==> src/rtl/alu_sequencer.sv <==
// Command FIFO feeding an external multi-cycle ALU.
// One operation in flight; results held until the consumer takes them.
module alu_sequencer #(
    parameter int DEPTH  = 4,
    parameter int SETTLE = 1
) (
    input  logic        clk,
    input  logic        rst_n,
    input  logic        cmd_valid,
    output logic        cmd_ready,
    input  logic [3:0]  cmd_opcode,
    input  logic [3:0]  cmd_a,
    input  logic [3:0]  cmd_b,
    output logic [3:0]  alu_opcode,
    output logic [3:0]  alu_a,
    output logic [3:0]  alu_b,
    input  logic [31:0] alu_x,
    input  logic [31:0] alu_y,
    output logic        rsp_valid,
    input  logic        rsp_ready,
    output logic [31:0] rsp_x,
    output logic [31:0] rsp_y,
    output logic [3:0]  rsp_opcode,
    output logic        rsp_err,
    output logic [15:0] ops_done
);

    localparam int AW = $clog2(DEPTH);
    localparam int CW = AW + 1;
    localparam int SW = 4;

    typedef enum logic [1:0] {
        S_IDLE,
        S_ISSUE,
        S_RESP
    } state_e;

    state_e        state_q, state_d;
    logic [SW-1:0] settle_q, settle_d;

    logic [AW-1:0] wr_ptr_q;
    logic [AW-1:0] rd_ptr_q;
    logic [CW-1:0] count_q;
    logic [3:0]    fifo_op_q [DEPTH];
    logic [3:0]    fifo_a_q  [DEPTH];
    logic [3:0]    fifo_b_q  [DEPTH];

    logic [3:0]    alu_op_q, alu_a_q, alu_b_q;
    logic [31:0]   rsp_x_q, rsp_y_q;
    logic [3:0]    rsp_op_q;
    logic          rsp_err_q;
    logic [15:0]   ops_q;

    logic          push, pop;
    logic          load_alu, cap_alu, cap_err, rsp_fire;
    logic [3:0]    head_op, head_a, head_b;

    function automatic logic is_legal(input logic [3:0] op);
        logic ok;
        case (op)
            4'h0, 4'h1, 4'h3, 4'h4,
            4'h5, 4'h6, 4'h7, 4'h8: ok = 1'b1;
            default:                ok = 1'b0;
        endcase
        return ok;
    endfunction

    assign cmd_ready  = (count_q < CW'(DEPTH));
    assign push       = cmd_valid && cmd_ready;
    assign head_op    = fifo_op_q[rd_ptr_q];
    assign head_a     = fifo_a_q[rd_ptr_q];
    assign head_b     = fifo_b_q[rd_ptr_q];

    assign alu_opcode = alu_op_q;
    assign alu_a      = alu_a_q;
    assign alu_b      = alu_b_q;
    assign rsp_valid  = (state_q == S_RESP);
    assign rsp_x      = rsp_x_q;
    assign rsp_y      = rsp_y_q;
    assign rsp_opcode = rsp_op_q;
    assign rsp_err    = rsp_err_q;
    assign ops_done   = ops_q;

    // Sequencer next state: pop in IDLE, settle in ISSUE, hold in RESP.
    always_comb begin
        state_d  = state_q;
        settle_d = settle_q;
        pop      = 1'b0;
        load_alu = 1'b0;
        cap_alu  = 1'b0;
        cap_err  = 1'b0;
        rsp_fire = 1'b0;
        case (state_q)
            S_IDLE: begin
                if (count_q != '0) begin
                    pop = 1'b1;
                    if (is_legal(head_op)) begin
                        state_d  = S_ISSUE;
                        settle_d = '0;
                        load_alu = 1'b1;
                    end else begin
                        state_d = S_RESP;
                        cap_err = 1'b1;
                    end
                end
            end
            S_ISSUE: begin
                if (settle_q == SW'(SETTLE - 1)) begin
                    state_d  = S_RESP;
                    settle_d = '0;
                    cap_alu  = 1'b1;
                end else begin
                    settle_d = settle_q + SW'(1);
                end
            end
            S_RESP: begin
                if (rsp_ready) begin
                    state_d  = S_IDLE;
                    rsp_fire = 1'b1;
                end
            end
            default: state_d = S_IDLE;
        endcase
    end

    // FSM state and settle counter registers.
    always_ff @(posedge clk or negedge rst_n) begin
        if (!rst_n) begin
            state_q  <= S_IDLE;
            settle_q <= '0;
        end else begin
            state_q  <= state_d;
            settle_q <= settle_d;
        end
    end

    // FIFO pointers and occupancy; push and pop together keep count.
    always_ff @(posedge clk or negedge rst_n) begin
        if (!rst_n) begin
            wr_ptr_q <= '0;
            rd_ptr_q <= '0;
            count_q  <= '0;
        end else begin
            if (push) wr_ptr_q <= wr_ptr_q + AW'(1);
            if (pop)  rd_ptr_q <= rd_ptr_q + AW'(1);
            if (push && !pop)      count_q <= count_q + CW'(1);
            else if (pop && !push) count_q <= count_q - CW'(1);
        end
    end

    // FIFO storage; contents are meaningless while count is zero.
    always_ff @(posedge clk) begin
        if (push) begin
            fifo_op_q[wr_ptr_q] <= cmd_opcode;
            fifo_a_q[wr_ptr_q]  <= cmd_a;
            fifo_b_q[wr_ptr_q]  <= cmd_b;
        end
    end

    // ALU drive registers, loaded only when a legal op is issued.
    always_ff @(posedge clk or negedge rst_n) begin
        if (!rst_n) begin
            alu_op_q <= '0;
            alu_a_q  <= '0;
            alu_b_q  <= '0;
        end else if (load_alu) begin
            alu_op_q <= head_op;
            alu_a_q  <= head_a;
            alu_b_q  <= head_b;
        end
    end

    // Response capture from the ALU, or an error record for bad opcodes.
    always_ff @(posedge clk or negedge rst_n) begin
        if (!rst_n) begin
            rsp_x_q   <= '0;
            rsp_y_q   <= '0;
            rsp_op_q  <= '0;
            rsp_err_q <= 1'b0;
        end else if (cap_alu) begin
            rsp_x_q   <= alu_x;
            rsp_y_q   <= alu_y;
            rsp_op_q  <= alu_op_q;
            rsp_err_q <= 1'b0;
        end else if (cap_err) begin
            rsp_x_q   <= '0;
            rsp_y_q   <= '0;
            rsp_op_q  <= head_op;
            rsp_err_q <= 1'b1;
        end
    end

    // Saturating count of responses handed to the consumer.
    always_ff @(posedge clk or negedge rst_n) begin
        if (!rst_n) begin
            ops_q <= '0;
        end else if (rsp_fire && ops_q != 16'hFFFF) begin
            ops_q <= ops_q + 16'd1;
        end
    end

endmodule

==> config.mk <==
export PLATFORM = sky130hd
export DESIGN_NAME = alu_sequencer
export DESIGN_NICKNAME = d
export VERILOG_FILES = /design/src/rtl/alu_sequencer.sv
export SDC_FILE = /design/constraint.sdc
export NUM_CORES = 1
export LEC_CHECK = 0
export BUFFER_PORTS_ARGS = -buffer_cell sky130_fd_sc_hd__buf_2
export CAP_MARGIN = 5
export CORE_MARGIN = 2
export CORE_UTILIZATION = 46
export CTS_CLUSTER_SIZE = 25
export DETAILED_ROUTE_END_ITERATION = 10
export PLACE_DENSITY = 0.81
export SLEW_MARGIN = 20
export SYNTH_ARGS = -nofsm -noshare
export SYNTH_HDL_FRONTEND = slang
export SYNTH_SLANG_ARGS = --single-unit
==> constraint.sdc <==
create_clock -name clk -period 2.32 [get_ports clk]
set_clock_uncertainty 0.2 [all_clocks]
set_input_delay 0.464 -clock clk [delete_from_list [all_inputs] [get_ports clk]]
set_output_delay 0.464 -clock clk [all_outputs]
set_load 0.05 [all_outputs]
Word level (Yosys, flattened, before mapping)
Memory sizes are Yosys's and may differ from the RTL's. A register that Yosys moved wholly into a read port is not among the register bits.
Cells that the tools add are included.
Word-level totals
  memories kept: 4
  input bits: 80
  output and inout port bits: 99
  word-level logic and storage cells: 79
  memory bits (read-only): 16
  memory bits (writable): 48
  register bits: 102
Operators by class
  eq/ne operators: 7
  multiplexer cells: 34
  reduce and logical (&&, ||, !) cells: 16
  $lt $le $gt $ge: 1
  add/sub/neg operators: 6
Memory list
  (name not given): words 16, width 1, rd ports 1, clocked after Yosys merged registers in 0, write ports 0, line 60  | case (op)
  fifo_a_q: words 4, width 4, rd ports 1, clocked after Yosys merged registers in 1, write ports 1, line 45  | logic [3:0] fifo_a_q [DEPTH];
  fifo_b_q: words 4, width 4, rd ports 1, clocked after Yosys merged registers in 1, write ports 1, line 46  | logic [3:0] fifo_b_q [DEPTH];
  fifo_op_q: words 4, width 4, rd ports 1, clocked after Yosys merged registers in 0, write ports 1, line 44  | logic [3:0] fifo_op_q [DEPTH];
Operators by type and width (number)
  32-bit two-way mux: 3
  4-bit two-way mux: 5
  1-bit two-way mux: 18
  16-bit by 1-bit adder with 16-bit output (second input constant): 1
  16-bit != test (second input constant): 1
  2-bit two-way mux: 4
  4-bit case mux with 2 select lines: 1
  3-bit two-way mux: 2
  2-bit != test (second input constant): 3
  2-bit case mux with 3 select lines: 1
  3-bit AND reduction: 2
  2-bit nonzero test: 3
  2-bit by 1-bit adder with 2-bit output (second input constant): 2
  4-bit by 1-bit adder with 4-bit output (second input constant): 1
  1-bit logical AND: 4
  1-bit logical NOT: 4
  4-bit logical NOT: 1
  3-bit by 1-bit adder with 3-bit output (second input constant): 1
  3-bit less-than comparator (second input constant): 1
  3-bit nonzero test: 1
  3-bit by 1-bit subtractor with 3-bit output (second input constant): 1
  2-bit by 1-bit equality test with 1-bit output (second input constant): 1
  2-bit equality test (second input constant): 1
  2-bit logical NOT: 1
  2-bit by 1-bit != test with 1-bit output (second input constant): 1

Logic depth before layout (Yosys ltp)
Gate-level depths: netlist of run 1.
An unclocked memory read counts as a cell.
  depth in word-level cells: 9
  depth in mapped cells: 9
  depth with buffers taken out: 9

Worst setup path before layout of run 1
No wires, ideal clock.
  path type: reg-to-reg
  start: register state_q[1]
  end: register ops_q[1], in the netlist ops_done[1]
  required time: 1.993 ns
  cell stages (with the launch flop): 5
  path buffers: 0
  path slack: -0.184 ns
  period minus slack after synthesis: 2.504 ns
  library setup time: 0.127 ns
  arrival time: 2.176 ns
  cell sequence: dfrtp_1 -> nor2b_1 -> nand2_1 -> a31oi_1 -> mux2_1
Between the ends
  cells in the longest elaborated chain, start to end: 3
RTL lines
  start: declaration: line 38  | state_e state_q, state_d;
  start signal: assignment: line 132  | state_q <= state_d;
  2-bit equality test
  via rsp_valid: line 19  | output logic rsp_valid,
  1-bit two-way mux: line 93  | case (state_q)
  1-bit logical AND: line 197  | end else if (rsp_fire && ops_q != 16'hFFFF) begin
  end signal: assignment: line 198  | ops_q <= ops_q + 16'd1;
  end: declaration: line 52  | logic [15:0] ops_q;
The timed path passes the listed nets, and every way through them passes these cells.
A chain may end at the register's enable or synchronous reset.

Worst setup path after layout of run 1
  start: register rd_ptr_q[0]
  end: register rsp_op_q[1], in the netlist rsp_opcode[1]
Between the ends
  cells in the longest elaborated chain, start to end: 8
  elaborated cells between the ends (all ways): 10
  those cells by class: mux (7); reduce/logical (1); memory (2)
RTL lines
  start: declaration: line 42  | logic [AW-1:0] rd_ptr_q;
  start signal: assignment: line 145  | if (pop) rd_ptr_q <= rd_ptr_q + AW'(1);
  memory read 4 x 4 bit *
  memory read 16 x 1 bit
  1-bit two-way mux: line 95  | if (count_q != '0) begin
  1-bit two-way mux: line 93
  1-bit two-way mux: line 97  | if (is_legal(head_op)) begin
  1-bit two-way mux: line 95
  1-bit two-way mux: line 93
  2-bit nonzero test (no line)
  end signal: assignment: line 183  | rsp_op_q <= alu_op_q;
  end signal: assignment: line 188  | rsp_op_q <= head_op;
  end: declaration: line 50  | logic [3:0] rsp_op_q;
Every way passes the cells marked *; elsewhere a longest branch is shown, timed or not. The select of a mux whose other input is x is not followed.

==> results of run 1 <==
[what timing repair did]
item                                    4_1_cts  5_1_grt
cloned                                        0        2
gates resized for setup                      10        5
endpoints found under the setup margin       77       86
setup buffers                                 1        0
endpoints found under the hold margin        31        0
pin swaps                                    18        1
hold buffers                                  1        0
[critical path, stage by stage (launching register included)]
cell,delay (ns)
dfrtp_2,0.40
mux4_2,0.55
nor2_4,0.17
mux2_4,0.33
a21oi_4,0.15
buf_12,0.17
mux2_4,0.30
[power groups by stage]
stage / registers, mW / logic, mW / clock network, mW
after global routing: 4.22 / 6.47 / 2.96
after detailed placement: 4.14 / 5.72 / 0
after floorplan: 5.95 / 2.34 / 0
final: 4.13 / 6.11 / 2.76
after CTS: 4.11 / 5.93 / 2.83
after global placement: 4.11 / 5.57 / 0
[final timing paths]
kind | from | end | cells past startpoint
setup reg to reg | rd_ptr_q[0]$_DFFE_PN0P_ | rsp_opcode[1]$_DFFE_PN0P_ | 6
hold reg to reg | rsp_y[7]$_DFFE_PN0P_ | rsp_y[7]$_DFFE_PN0P_ | 1
setup / recovery | rd_ptr_q[0]$_DFFE_PN0P_ | rsp_opcode[1]$_DFFE_PN0P_ | 6
max in group asynchronous | rst_n | rsp_y[13]$_DFFE_PN0P_ | 3
hold / removal | cmd_a[3] | fifo_a_q[3][3]$_DFFE_PP_ | 1
min in group asynchronous | rst_n | ops_done[13]$_DFFE_PN0P_ | 2
[flip-flops by register name, indices dropped and copies added (netlist names), 3 cells and up]
signal and cells:
fifo_a_q 16, fifo_b_q 16, count_q 3, rsp_opcode 4, rsp_y 32, settle_q 4
rsp_x 32, ops_done 16, alu_opcode 4, alu_b 4, fifo_op_q 16, alu_a 4
[logic make-up after synthesis]
group                      share of synthesized area (%)
DFF                                                 68.3
AOI/OAI and AO/OA                                   10.7
buffers and inverters                               2.18
muxes                                               9.09
adders and majority gates                           1.96
and+or+nand+nor                                     4.79
xor gates and xnor gates                            3.00
[metal layers]
metal | vias to the layer above | routed length, µm
met1 | 2069 | 5410
met5 | - | 0
li1 | 1868 | -
met2 | 132 | 7140
met4 | 0 | 129
met3 | 13 | 822
[cell usage after synthesis, types with 2 or more instances]
cell type  count
mux4_2        12
mux2_1        13
nand2b_1       3
xor2_1         6
nand2_1       14
nor2b_1        3
buf_1          2
mux2_4         5
buf_2          5
a21oi_1        2
nor3b_1        2
nor2_1        12
clkbuf_1       8
xnor2_1       15
nor3_1         4
nand3_1        3
buf_6          3
a22o_1        65
and2_1         4
and3_1         2
dfrtp_1      110
ha_1           8
edfxtp_1      48
mux2_2         5
nand4_1        8
inv_1          8
[layout make-up]
| class | instances | area [µm²] | area share [%] |
|---|---|---|---|
| clock buffer | 23 | 510 | 6.26 |
| clock inverter | 9 | 96.3 | 1.18 |
| tap | 176 | 220 | 2.70 |
| inverter | 8 | 30.0 | 0.368 |
| multi-input combinational | 199 | 1860 | 22.8 |
| timing repair buffer | 208 | 1240 | 15.3 |
| sequential | 158 | 4200 | 51.4 |
[through the flow]
| step | worst slack (ns) | total power [mW] | hold slack (ns) | setup TNS, ns |
|---|---|---|---|---|
| after floorplan | -0.0593 | 8.29 | -0.0316 | -0.237 |
| after global placement | -0.00391 | 9.68 | 0.241 | -0.0143 |
| after detailed placement | -0.0523 | 9.87 | 0.253 | -1.48 |
| after CTS | -0.0733 | 12.9 | 0.0513 | -3.00 |
| after global routing | -0.159 | 13.7 | 0.0554 | -9.88 |
| final | -0.0770 | 13.0 | 0.0690 | -1.95 |
==> impl_metrics.py, run 1 <==
metrics = {
    "grt": {
        "grt_max_degree": 54,
        "grt_pass1_wl_mm": 20.9,
        "antenna_found_initial": 0,
        "grt_overflow": 0,
        "grt_pass1_vias": 4073,
        "use_met1_pct": 22.9,
        "grtUsageMet2_pct": 33.1,
        "grt_use_met3_pct": 5.99,
        "grtUsageTotal_pct": 19.0,
        "top_usage_layer": "met2",
    },
    "cells_and_area": {
        "nNetsFinal": 681,
        "final_area_um2": 8160,
        "mostFrequentLayoutCells": "177 x buf_2, 109 x dfrtp_1, 65 x a22o_1",
        "post-route-util_pct": 62.1,
        "final_cells": 781,
        "final_common_cell": "buf_2",
        "n_antenna_cell": 0,
        "drive_above_1_share_pct": 45.1,
        "area_growth_pct": 32.8,
        "fillers": 986,
    },
    "pwr": {
        "internal_power_mw": 7.67,
        "p_sw_mw": 5.33,
        "comb_power_share_pct": 47.0,
        "power_frac_seq_pct": 31.7,
        "leakage_nw": 3.93,
        "pwr-share-clk_pct": 21.3,
        "max-vdd-ir-drop_v": 0.000792,
        "p_sw_share_pct": 41.0,
        "powerDensity_nw_per_um2": 1590,
    },
    "synthesis": {
        "synth_seq_cells": 158,
        "synth_top_area_share_pct": 44.8,
        "seq_area_frac_synth_pct": 68.3,
        "synth_area_per_cell_um2": 16.0,
        "yosysWarningCount": 0,
        "synthTopCellsByArea": "dfrtp_1 45%, edfxtp_1 23%, a22o_1 9.3%",
        "synth_cell_types": 40,
        "yosys.area.top_type": "dfrtp_1",
        "mappedNetlistArea_um2": 6140,
        "synthArstFlopShare_pct": 69.6,
        "synth_edf_count": 48,
        "ys.flop_type": "dfrtp_1",
        "syn_inst": 384,
        "syn_nets": 473,
    },
    "place": {
        "place_area_um2": 7420,
        "routabilityCongestion": 0.773,
        "dp_cells": 745,
        "portBuffers": 178,
        "dpl.hpwl_mm": 9.43,
    },
    "detailed_routing": {
        "wire_per_inst_um": 17.3,
        "routed_wl_mm": 13.5,
        "drtIter0Drc": 221,
        "dr.pass1.iters": 4,
        "routed_via_density": 5.23,
        "vias": 4082,
        "drc": 0,
        "antenna_left": 0,
    },
    "setup_path": {
        "crit_path_start_kind": "register",
        "crit_fanout": 8,
        "r2r_slack_ns": -0.08,
        "critPathKind": "register to register",
        "cp_data_required_time_ns": 2.41,
        "end_kind": "register",
        "crit_arrival_ns": 2.49,
    },
    "clock_tree": {
        "cts_made_buffers": 17,
        "path_clk_slew_ns": 0.06,
        "cts_max_path_buffers": 2,
        "cts_sinks": 158,
        "h-tree-depth": 4,
        "root_buffer": "clkbuf_16",
        "clk_latency_ns": 0.42,
        "cts_tree": "yes",
    },
    "timing": {
        "drv_slew": 0,
        "fin_ws_ns": -0.0770,
        "max_freq_mhz": 417,
        "period_needed_ns": 2.40,
        "tightest_slew_ns": 0.471,
        "relSlewSlack_pct": 68.6,
        "hold_violations": 0,
        "fin_crit_sh_pct": 103,
        "grt_setup_unrepaired": "true",
        "setup_violations": 76,
    },
    "die": {
        "chipHeight_um": 120,
        "die_w_um": 120,
        "io_pins": 179,
        "floorplan.die_area_um2": 14300,
        "core_um2": 13100,
        "start_util_pct": 46.7,
        "rows": 42,
    },
    "run_status": {
        "violations": "setup timing",
        "outcome": "finished, violations left",
    },
    "job": {
        "maxCapViolCount": 0,
    },
    "min_path": {
        "hold_class": "primary input to register",
    },
}
(Power assumes the default switching activity.)
==> run 2: changes to the inputs <==
- CORE_MARGIN: 2 -> 5
- PLACE_DENSITY: 0.81 -> 0.75
==> run 2 against run 1 <==
Against the previous run:
- the flow still finishes with violations (setup timing)
- largest cell class unchanged
- critical endpoint is now rsp_x[15]$_DFFE_PN0P_
- sequential share of layout area up 1.0 points
- total power shrank 4.4%
- core utilization is 1.5 points lower
- register-to-register slack about the same
- first-iteration DRC count rose by 4.1%
- critical path type unchanged
==> impl_metrics.py, run 2 (synthesis gave the netlist of run 1 again) <==
metrics = {
    "place": {
        "portBuffers": 178,
        "place_area_um2": 7410,
        "dpl.hpwl_mm": 9.97,
        "dp_cells": 746,
        "pre_cts_slack_ns": -0.0579,
        "routabilityCongestion": 0.857,
    },
    "timing": {
        "fin_crit_sh_pct": 103,
        "period_needed_ns": 2.38,
        "fin_ws_ns": -0.0622,
        "tightest_slew_ns": 0.580,
        "relSlewSlack_pct": 61.4,
        "drv_slew": 0,
        "hold_violations": 0,
        "max_freq_mhz": 420,
        "setup_violations": 55,
        "grt_setup_unrepaired": "true",
    },
    "clock_tree": {
        "root_buffer": "clkbuf_16",
        "cts_made_buffers": 17,
        "clk_latency_ns": 0.41,
        "path_clk_slew_ns": 0.06,
        "cts_sinks": 158,
        "cts_max_path_buffers": 2,
        "h-tree-depth": 4,
        "cts_tree": "yes",
    },
    "detailed_routing": {
        "drtIter0Drc": 230,
        "routed_via_density": 5.18,
        "antenna_left": 0,
        "dr.pass1.iters": 4,
        "routed_wl_mm": 13.8,
        "vias": 4044,
        "wire_per_inst_um": 17.7,
        "drc": 0,
    },
    "cells_and_area": {
        "post-route-util_pct": 60.6,
        "area_growth_pct": 30.2,
        "mostFrequentLayoutCells": "177 x buf_2, 110 x dfrtp_1, 65 x a22o_1",
        "regArea_um2": 4190,
        "multi_input_area_um2": 1830,
        "nNetsFinal": 681,
        "fillers": 1052,
        "final_area_um2": 8000,
        "drive_above_1_share_pct": 44.0,
        "final_cells": 781,
        "final_common_cell": "buf_2",
        "n_antenna_cell": 0,
    },
    "run_status": {
        "outcome": "finished, violations left",
        "violations": "setup timing",
    },
    "grt": {
        "grt_overflow": 0,
        "grt_pass1_vias": 4225,
        "grt_max_degree": 111,
        "grtUsageTotal_pct": 18.1,
        "grt_pass1_wl_mm": 22.5,
        "antenna_found_initial": 0,
    },
    "setup_path": {
        "critical_path.max_stage_delay_ns": 0.56,
        "r2r_slack_ns": -0.06,
        "crit_arrival_ns": 2.52,
        "cp_data_required_time_ns": 2.45,
        "crit_fanout": 27,
        "slowest_stage": "mux4_2",
        "worstPathCellList": "mux4_2 > nor2_4 > mux2_4 > a21oi_4 > buf_12 > buf_12 > a22o_1",
        "end_kind": "register",
        "reg2reg_depth": 7,
        "crit_path_start_kind": "register",
        "critPathKind": "register to register",
        "crit_path_frequent_cell": "buf_12",
    },
    "min_path": {
        "hold_depth": 1,
        "hold_class": "primary input to register",
    },
    "die": {
        "chipHeight_um": 126,
        "core_um2": 13200,
        "start_util_pct": 46.6,
        "rows": 42,
        "io_pins": 179,
        "floorplan.die_area_um2": 15800,
        "die_w_um": 126,
    },
    "pwr": {
        "leakage_nw": 3.82,
        "powerDensity_nw_per_um2": 1560,
        "max-vdd-ir-drop_v": 0.000826,
    },
    "job": {
        "maxCapViolCount": 0,
    },
}
==> run 2: cell types whose count changed in the layout (fill, tap and decap cells not counted), moves of 3 or more <==
cell / change
clkbuf_16: -4
clkinvlp_4: +4
buf_6: -3
buf_4: +6
mux2_1: +7
mux2_4: -7
==> run 2: final timing paths <==
path / from / endpoint
max in group asynchronous: rst_n / ops_done[7]$_DFFE_PN0P_
max reg2reg: rd_ptr_q[0]$_DFFE_PN0P_ / rsp_x[15]$_DFFE_PN0P_
min reg2reg: alu_b[2]$_DFFE_PN0P_ / alu_b[2]$_DFFE_PN0P_
max: rd_ptr_q[0]$_DFFE_PN0P_ / rsp_x[15]$_DFFE_PN0P_
min: cmd_b[3] / fifo_b_q[3][3]$_DFFE_PP_
min in group asynchronous: rst_n / rsp_y[11]$_DFFE_PN0P_
==> run 2: timing repair <==
item                                    CTS  global route
pin swaps                                17             3
hold endpoints to repair                110             0
endpoints found under the setup margin   81            82
hold buffers                              1             0
resized for setup                         1             2
setup buffers                             1             1
==> run 2: metrics by stage <==
stage	total power [mW]	hold WS, ns	setup TNS (ns)
final	12.4	0.0621	-1.47
after global routing	13.1	0.0455	-9.21
after CTS	12.6	0.0463	-2.18
after detailed placement	9.95	0.277	-1.42
after global placement	9.77	0.272	-0.0676
after floorplan	8.29	-0.0316	-0.237
==> run 2: area by class of cell <==
type                            count  area share [%]
Tap cell                          176            2.75
Clock buffer                       19            5.41
Clock inverter                     13            1.45
Inverter                            8           0.375
Timing Repair Buffer              208            14.6
Multi-Input combinational cell    199            22.9
Sequential cell                   158            52.4
==> run 2: layer usage <==
metal,wire (µm),GRT usage [%],part of all wire (%),up-vias
met1,5580,22.0,41,2032
met2,7060,30.5,51,134
li1,-,-,-,1862
met3,911,5.71,6.6,16
met5,0,0,0,-
met4,235,6.70,1.7,0
==> run 2: worst max-delay path, delay by kind of cell, from the launching register on <==
family / cells / cell delay (ns)
muxes: 2 / 0.89
and+or+nand+nor: 1 / 0.15
DFF: 1 / 0.41
AOI/OAI and AO/OA: 2 / 0.32
buffers and inverters: 2 / 0.31
==> run 2: where the power goes <==
part	switching [mW]	internal [mW]	total, mW	leakage [nW]
Combinational	3.75	2.05	5.80	1.71
Clock	1.08	1.48	2.55	0.253
Sequential	0.432	3.66	4.09	1.85
